`config.mk`:
```
export PLATFORM = sky130hd
export DESIGN_NAME = lcd_tile_transposer
export DESIGN_NICKNAME = d
export VERILOG_FILES = /design/src/rtl/lcd_tile_transposer.sv
export SDC_FILE = /design/constraint.sdc
export NUM_CORES = 1
export LEC_CHECK = 0
export ABC_AREA = 1
export ABC_CLOCK_PERIOD_IN_PS = 1700
export CORE_ASPECT_RATIO = 1.1
export CORE_UTILIZATION = 50
export CTS_CLUSTER_DIAMETER = 50
export CTS_CLUSTER_SIZE = 20
export DETAILED_ROUTE_END_ITERATION = 10
export PLACE_DENSITY = 0.81
export SLEW_MARGIN = 5
export SYNTH_ARGS = -nofsm -noshare
export SYNTH_HDL_FRONTEND = slang
export SYNTH_SLANG_ARGS = --single-unit
```
`constraint.sdc`:
```
create_clock -name clk -period 1.7 [get_ports clk]
set_input_delay 0.34 -clock clk [delete_from_list [all_inputs] [get_ports clk]]
set_output_delay 0.34 -clock clk [all_outputs]
set_load 0.1 [all_outputs]
```
`src/rtl/lcd_tile_transposer.sv`:
```
// Tile transposer between a row-major bitmap ROM and the LCD controller.
// Fetches one 8x8 tile (8 row bytes) per request and hands out the 8 column
// bytes (bit0 = top pixel) one per falling edge of the LCD enable.
module lcd_tile_transposer #(
  parameter int unsigned ADDR_W   = 6,
  parameter bit          MSB_LEFT = 1'b1
) (
  input  logic              clk,
  input  logic              rst_n,
  input  logic              data_request_i,
  input  logic [ADDR_W-1:0] address_i,
  input  logic              en_i,
  output logic              data_ack_o,
  output logic [7:0]        data_o,
  output logic [ADDR_W+2:0] rom_addr_o,
  output logic              rom_en_o,
  input  logic [7:0]        rom_data_i
);

  typedef enum logic [2:0] {
    StIdle,
    StFetch,
    StDrain,
    StReady,
    StDone
  } state_e;

  state_e              state_q, state_d;
  logic [ADDR_W-1:0]   addr_q, addr_d;
  logic [2:0]          cnt_q, cnt_d;
  logic [2:0]          idx_q, idx_d;
  logic [7:0][7:0]     rows_q, rows_d;
  logic                en_q;
  logic                data_ack_q, data_ack_d;
  logic [7:0]          data_q, data_d;
  logic [ADDR_W+2:0]   rom_addr_q, rom_addr_d;
  logic                rom_en_q, rom_en_d;
  logic                consume;

  // Column k gathers pixel k of every row; bit r comes from row r.
  function automatic logic [7:0] column(input logic [7:0][7:0] rows, input logic [2:0] k);
    logic [7:0] col;
    col = '0;
    for (int r = 0; r < 8; r++) begin
      col[r] = MSB_LEFT ? rows[r][3'd7 - k] : rows[r][k];
    end
    return col;
  endfunction

  assign consume = en_q & ~en_i;

  // Next-state, fetch sequencing and byte hand-out.
  always_comb begin
    state_d    = state_q;
    addr_d     = addr_q;
    cnt_d      = cnt_q;
    idx_d      = idx_q;
    rows_d     = rows_q;
    data_ack_d = data_ack_q;
    data_d     = data_q;
    rom_addr_d = rom_addr_q;
    rom_en_d   = rom_en_q;

    unique case (state_q)
      StIdle: begin
        if (data_request_i) begin
          addr_d     = address_i;
          cnt_d      = 3'd0;
          rom_en_d   = 1'b1;
          rom_addr_d = {address_i, 3'd0};
          state_d    = StFetch;
        end
      end
      StFetch: begin
        if (!data_request_i) begin
          state_d    = StIdle;
          data_ack_d = 1'b0;
          rom_en_d   = 1'b0;
          idx_d      = 3'd0;
        end else begin
          // ROM data lags the strobe by one cycle, so row c-1 lands now.
          if (cnt_q != 3'd0) begin
            rows_d[cnt_q - 3'd1] = rom_data_i;
          end
          if (cnt_q == 3'd7) begin
            rom_en_d = 1'b0;
            state_d  = StDrain;
          end else begin
            cnt_d      = cnt_q + 3'd1;
            rom_addr_d = {addr_q, cnt_q + 3'd1};
          end
        end
      end
      StDrain: begin
        if (!data_request_i) begin
          state_d    = StIdle;
          data_ack_d = 1'b0;
          rom_en_d   = 1'b0;
          idx_d      = 3'd0;
        end else begin
          rows_d[7]  = rom_data_i;
          data_d     = column(rows_d, 3'd0);
          data_ack_d = 1'b1;
          idx_d      = 3'd0;
          state_d    = StReady;
        end
      end
      StReady: begin
        // An abort wins over a coincident consume.
        if (!data_request_i) begin
          state_d    = StIdle;
          data_ack_d = 1'b0;
          rom_en_d   = 1'b0;
          idx_d      = 3'd0;
        end else if (consume) begin
          if (idx_q == 3'd7) begin
            data_ack_d = 1'b0;
            idx_d      = 3'd0;
            state_d    = StDone;
          end else begin
            idx_d  = idx_q + 3'd1;
            data_d = column(rows_q, idx_q + 3'd1);
          end
        end
      end
      StDone: begin
        // Held request must not re-trigger; wait for it to drop.
        if (!data_request_i) begin
          state_d = StIdle;
        end
      end
      default: begin
        state_d = StIdle;
      end
    endcase
  end

  // State and registered outputs, asynchronously cleared.
  always_ff @(posedge clk or negedge rst_n) begin
    if (!rst_n) begin
      state_q    <= StIdle;
      addr_q     <= '0;
      cnt_q      <= 3'd0;
      idx_q      <= 3'd0;
      rows_q     <= '0;
      en_q       <= 1'b0;
      data_ack_q <= 1'b0;
      data_q     <= 8'h00;
      rom_addr_q <= '0;
      rom_en_q   <= 1'b0;
    end else begin
      state_q    <= state_d;
      addr_q     <= addr_d;
      cnt_q      <= cnt_d;
      idx_q      <= idx_d;
      rows_q     <= rows_d;
      en_q       <= en_i;
      data_ack_q <= data_ack_d;
      data_q     <= data_d;
      rom_addr_q <= rom_addr_d;
      rom_en_q   <= rom_en_d;
    end
  end

  assign data_ack_o = data_ack_q;
  assign data_o     = data_q;
  assign rom_addr_o = rom_addr_q;
  assign rom_en_o   = rom_en_q;

endmodule
```
* Word-level counts from Yosys, hierarchy flattened
Cells that the tools add are included.
** Operators by class
- Add/subtract/negate cells :: 4
- Multiply operators :: 0
- Divide/modulo/power cells :: 0
- $lt $le $gt $ge :: 3
- Eq/ne operators :: 20
- Shifts and indexed selects :: 0
- Multiplexer cells :: 59
- Bitwise gates (word level) :: 2
- Reduce and logical (&&, ||, !) cells :: 18
** Operator list (number)
- $mux 64 :: 2
- $bwmux 64 :: 1
- $mux 8 :: 6
- $mux 3 :: 13
- $pmux 8 s2 :: 2
- $mux 9 :: 3
- $bmux 1 s3 :: 8
- $demux 8 s3 :: 1
- $ne 2x2->1 const B :: 11
- $pmux 9 s2 :: 1
- $mux 1 :: 16
- $reduce_and 4->1 :: 4
- $pmux 3 s5 :: 1
- $reduce_and 5->1 :: 2
- $eq 3x3->1 const B :: 3
- $ne 3x3->1 const B :: 3
- $pmux 3 s3 :: 1
- $reduce_bool 3->1 :: 3
- $lt 3x4->1 const B :: 2
- $add 3x1->3 const B :: 2
- $eq 3x2->1 const B :: 2
- $pmux 1 s3 :: 2
- $pmux 3 s2 :: 1
- $reduce_and 3->1 :: 2
- 12 further kinds :: 14
** Storage, ports and cells
- Flip-flop bits (word level) :: 99
- Latch bits :: 0
- RAM bits :: 0
- ROM bits :: 0
- Input bits :: 18
- Output and inout bits :: 19
- Memories :: 0

* Logic depth before layout (Yosys ltp)
- Depth after elaboration :: 9
- Depth in mapped cells :: 10

* Worst setup path before layout
Ideal clock, no wire load.
- Path type :: reg2reg
- Start :: reg cnt_q[0]
- End :: reg rows_q[56] (netlist bit)
- Arrival time :: 2410 ps
- Data required time :: 1582 ps
- Setup slack :: -828 ps
- Cell stages (with the launch flop) :: 9
- Buffers on the path :: 0
- Clock period less this slack :: 2528 ps
- Path through :: dfrtp_1 -> inv_1 -> ha_1 -> xor2_2 -> nand3_1 -> nand2_1 -> nand3_1 -> nand2_1 -> nand2_1
** On the way
- Cells in the longest elaborated chain, start to end :: 9
** RTL lines
- from (decl) :: line 30 : logic [2:0] cnt_q, cnt_d;
- from (signal assigned) :: line 154 : cnt_q <= cnt_d;
- $sub 3x1->3 :: line 83 : rows_d[cnt_q - 3'd1] = rom_data_i;
- $lt 3x4->1 (implied by the code) or $ge 3x1->1 (tied branches) :: line 83
- $logic_and 1x1->1 (implied by the code) :: line 83
- $mux 8 (implied by the code) :: line 83
- $demux 8 s3 :: line 83
- $bwmux 64 :: line 83
- $mux 64 :: line 82 : if (cnt_q != 3'd0) begin
- $mux 64 :: line 75 : if (!data_request_i) begin
- $pmux 8 s2 :: line 64 : unique case (state_q)
- to (signal assigned) :: line 156 : rows_q <= rows_d;
- to (decl) :: line 32 : logic [7:0][7:0] rows_q, rows_d;
Several ways; a longest one is shown, not always the timed one. The select of a mux whose other input is x is not followed.
A chain may end at the register's enable or synchronous reset.

* Worst setup path in the final report
- Start :: reg cnt_q[0]
- End :: reg rows_q[6] (netlist bit)
** On the way
- Cells in the longest elaborated chain, start to end :: 6
** RTL lines (line)
- $sub 3x1->3 :: 83
- $lt 3x4->1 (implied by the code) or $ge 3x1->1 (tied branches) :: 83
- $logic_and 1x1->1 (implied by the code) :: 83
- $mux 8 (implied by the code) :: 83
- $demux 8 s3 :: 83
- $bwmux 64 :: 83
Several ways; a longest one is shown, not always the timed one.

==> summary.md <==
| Metric | Value |
|---|---|
| Status | complete, no violations |
| Initial drt markers | 441 |
| Max-Cap Viols | 0 |
| Synth Area in Compound Gates | 9.787% |
| Final worst clock skew | 10.04 ps |
| Rel. slew slack | 72.95% |
| Final setup fails | 0 |
| Nets | 712 |
| First-pass GRT wire length | 19290 um |
| Die W | 94.49 um |
| FP Rows | 36 |
| GRT Util Overall | 25.69% |
| Adder-Cell Fraction of Synth Area | 1.596% |
| CTS sink cnt | 96 |
| CTS tree | yes |
| Initial antenna violation count | 0 |
| Pleak | 3.009 nW |
| CP max FO | 16 |
| Worst r2r src | cnt_q[0]$_DFFE_PN0P_ |
| EDFF count, synth | 0 |
| Synth top area share | 51.06% |
| Fmax | 590.3 MHz |
| Crit. Startpoint | cnt_q[0]$_DFFE_PN0P_ |
| Buffers on Ports | 36 |
| Xor/xnor cell area share of the yosys netlist | 0.3457% |
| Async SR Flop Fraction | 100.0% |
| Hold crit path type | input pin to asynchronous set/reset pin |
| Max clock buf depth | 2 |
| Die height | 103.7 um |
| DP Wirelength | 8370 um |
| Yosys top cell by area | dfrtp_1 |
| Routed Antenna Nets | 0 |
| Vias | 4339 |
| Sequential-to-total area share from yosys stat | 51.06% |
| Fin Setup TNS | 0 ps |
| Clock-pin slew on the worst setup and hold paths | 90 ps |
| Drt wl/cell | 14.82 um |
| Mux cell area share after synthesis | 0% |
| Fraction of layout cells with a size suffix above 1 | 16.47% |
| Post-layout util | 66.79% |
| Fin. Hold Viols | 0 |
| Die area | 9801 um^2 |
| Largest net degree at the start of global routing | 40 |
| Post-synthesis simple-gate area fraction | 28.91% |
| Crit path kind | register to register |
| Endpoint class of the critical path | register |
| Ant. Diodes | 0 |
| Slew of the pin with the lowest slew margin | 405.2 ps |
| Core ar. | 9009 um^2 |
| Largest family of logic cells by synthesized area | simple AND/OR/NAND/NOR gates |
| Final Wtd Congestion | 0.8578 |
| Main area contributors after synthesis | dfrtp_1 (51%), nand2_1 (16%), o21ai_0 (7.8%) |
| Max H-tree Level | 3 |
| Syn Inst Count | 621 |
| Worst path required time | 1940 ps |
| Synth Cell Area | 4705 um^2 |
| Arr. time, crit path | 1930 ps |
| Final min period | 1694 ps |
| Tcrit/Tclk final | 99.64% |
| Root Buffer | clkbuf_8 |
| Avg Synthesized Cell Area | 7.576 um^2 |
| # fillers | 703 |
| Synth warn | 0 |
| Pwr Density | 1874 nW/um^2 |
| Mapped Nets | 645 |
| Drt pass-1 iters | 7 |
| Inserted Clock Buffers | 9 |
| Max-slew violations | 0 |
| I/O pins | 37 |
| Synth-to-Final Area Change | 27.90% |
| Initial Utilization | 52.22% |
| Most used DFF post-synth | dfrtp_1 |
| CP Cell Sequence | inv_6 > ha_4 > nand2_2 > nand2_4 > nor3_4 > buf_12 > buf_4 > nand2_4 > nand2_1 > o21ai_1 |
| Final WL | 11950 um |
| Max incr delay on CP | 470 ps |
| Crit path top cell by count | nand2_4 |
| Final hold slack | 441.8 ps |
| Highest-delay cell along the critical path | dfrtp_4 |
| Grt total ovfl | 0 |
| CP Launch Type | register |
| Yosys cell types | 20 |
| Flops & latches, synth | 96 |
| RSZ-0062 raised after global routing | true |
| Peak supply drop | 1.193 mV |
| Vias per inst | 5.383 |
| Clk_lat worst skew | 370 ps |
| # DRC | 0 |
| Vias in the first global route | 4058 |
## metal layers
metal  vias up  routed length (um)  part of all wire [%]  track usage (%)
met1      2057                4901                    41            33.54
met5         -                   0                     0                0
met3        32                 707                   5.9            4.772
met4         0                 374                   3.1            10.93
met2       161                5962                    50            41.56
li1       2089                   -                     -                -
## worst max-delay path, delay by kind of cell, from the launching register on
family,cells,cell delay [ps]
simple gates,5,560
compound gates,1,60
fa+ha+maj,1,150
buf+inv,3,310
flops,1,470
## registers in the layout, summed over array words and instances, names as in the netlist
register	cells
data_o	8
rows_q	64
rom_en_o	1
idx_q	3
rom_addr_o	7
en_q	1
addr_q	6
state_q	3
cnt_q	2
data_ack_o	1
## cells in the final DEF (no fill, tap or decap), types with 2 or more instances in the layout
cell and n:
a21oi_1 17, buf_12 22, buf_4 36, buf_6 3, clkbuf_8 9, clkdlybuf4s50_1 16, clkinv_2 2, clkinv_4 2
dfrtp_1 93, dfrtp_4 3, ha_1 3, ha_4 2, inv_1 74, nand2_1 194, nand2_2 6, nand2_4 7
nand3_1 68, nand3_2 2, nand3_4 2, nor2_1 35, nor2_2 5, nor2_4 3, o21ai_0 41, o21ai_1 34
## metrics by stage
stage | setup WS, ps | cells | area (um^2) | power (mW)
floorplan | -139.2 | 621 | 4823 | 7.523
finish | 6.065 | 806 | 6017 | 11.27
global route | -72.98 | 806 | 6017 | 11.96
detailed placement | -332.1 | 785 | 5684 | 9.635
global placement | -215.5 | 785 | 5684 | 9.403
CTS | -20.63 | 801 | 5883 | 11.02
## cell families (layout without fill, tap and decap cells)
kind of cell | after synthesis | after routing
DFF | 96 | 96
xor gates and xnor gates | 1 | 1
buffers and inverters | 100 | 170
adders and majority gates | 6 | 6
and+or+nand+nor | 326 | 327
AOI/OAI and AO/OA | 92 | 92
## Yosys cell counts (2+ instances only)
cell type  instances
a21oi_1           17
buf_2             12
clkbuf_1          11
dfrtp_1           96
ha_1               6
inv_1             77
nand2_1          206
nand2_2            2
nand3_1           69
nand3_2            2
nor2_1            41
o21ai_0           73
o21ai_1            2
## timing repair
action	CTS	global route
endpoints found under the hold margin	26	0
hold buffers	1	0
cloned	0	1
endpoints found under the setup margin	26	79
setup buffers	0	4
pin swaps	2	9
resized for setup	6	23
## power breakdown
part           switching, mW  internal (mW)
logic                   3.93           2.24
clock network          0.793          0.524
registers              0.625           3.16
total                   5.34           5.93
## layout make-up
class | instances | area (um^2) | share of cell area [%]
flip-flops and latches | 96 | 2414 | 40.11
multi-input cells | 426 | 2087 | 34.68
repair buffers | 78 | 914.6 | 15.20
inverters | 77 | 296.5 | 4.928
well taps | 114 | 142.6 | 2.371
clock buffers | 10 | 127.6 | 2.121
clock inverters | 5 | 35.03 | 0.5822
## worst paths after layout
path	to	slack [ps]	cells past startpoint
worst max register to register	rows_q[6]$_DFFE_PN0P_	6	10
worst min-delay path	rom_addr_o[8]$_DFFE_PN0P_	440	2
worst max-delay path	rows_q[6]$_DFFE_PN0P_	6	10
min in group clk	en_q$_DFF_PN0_	440	1
max in group asynchronous	rows_q[34]$_DFFE_PN0P_	690	3
worst min register to register	addr_q[2]$_DFFE_PN0P_	480	2
(Power assumes the default switching activity.)
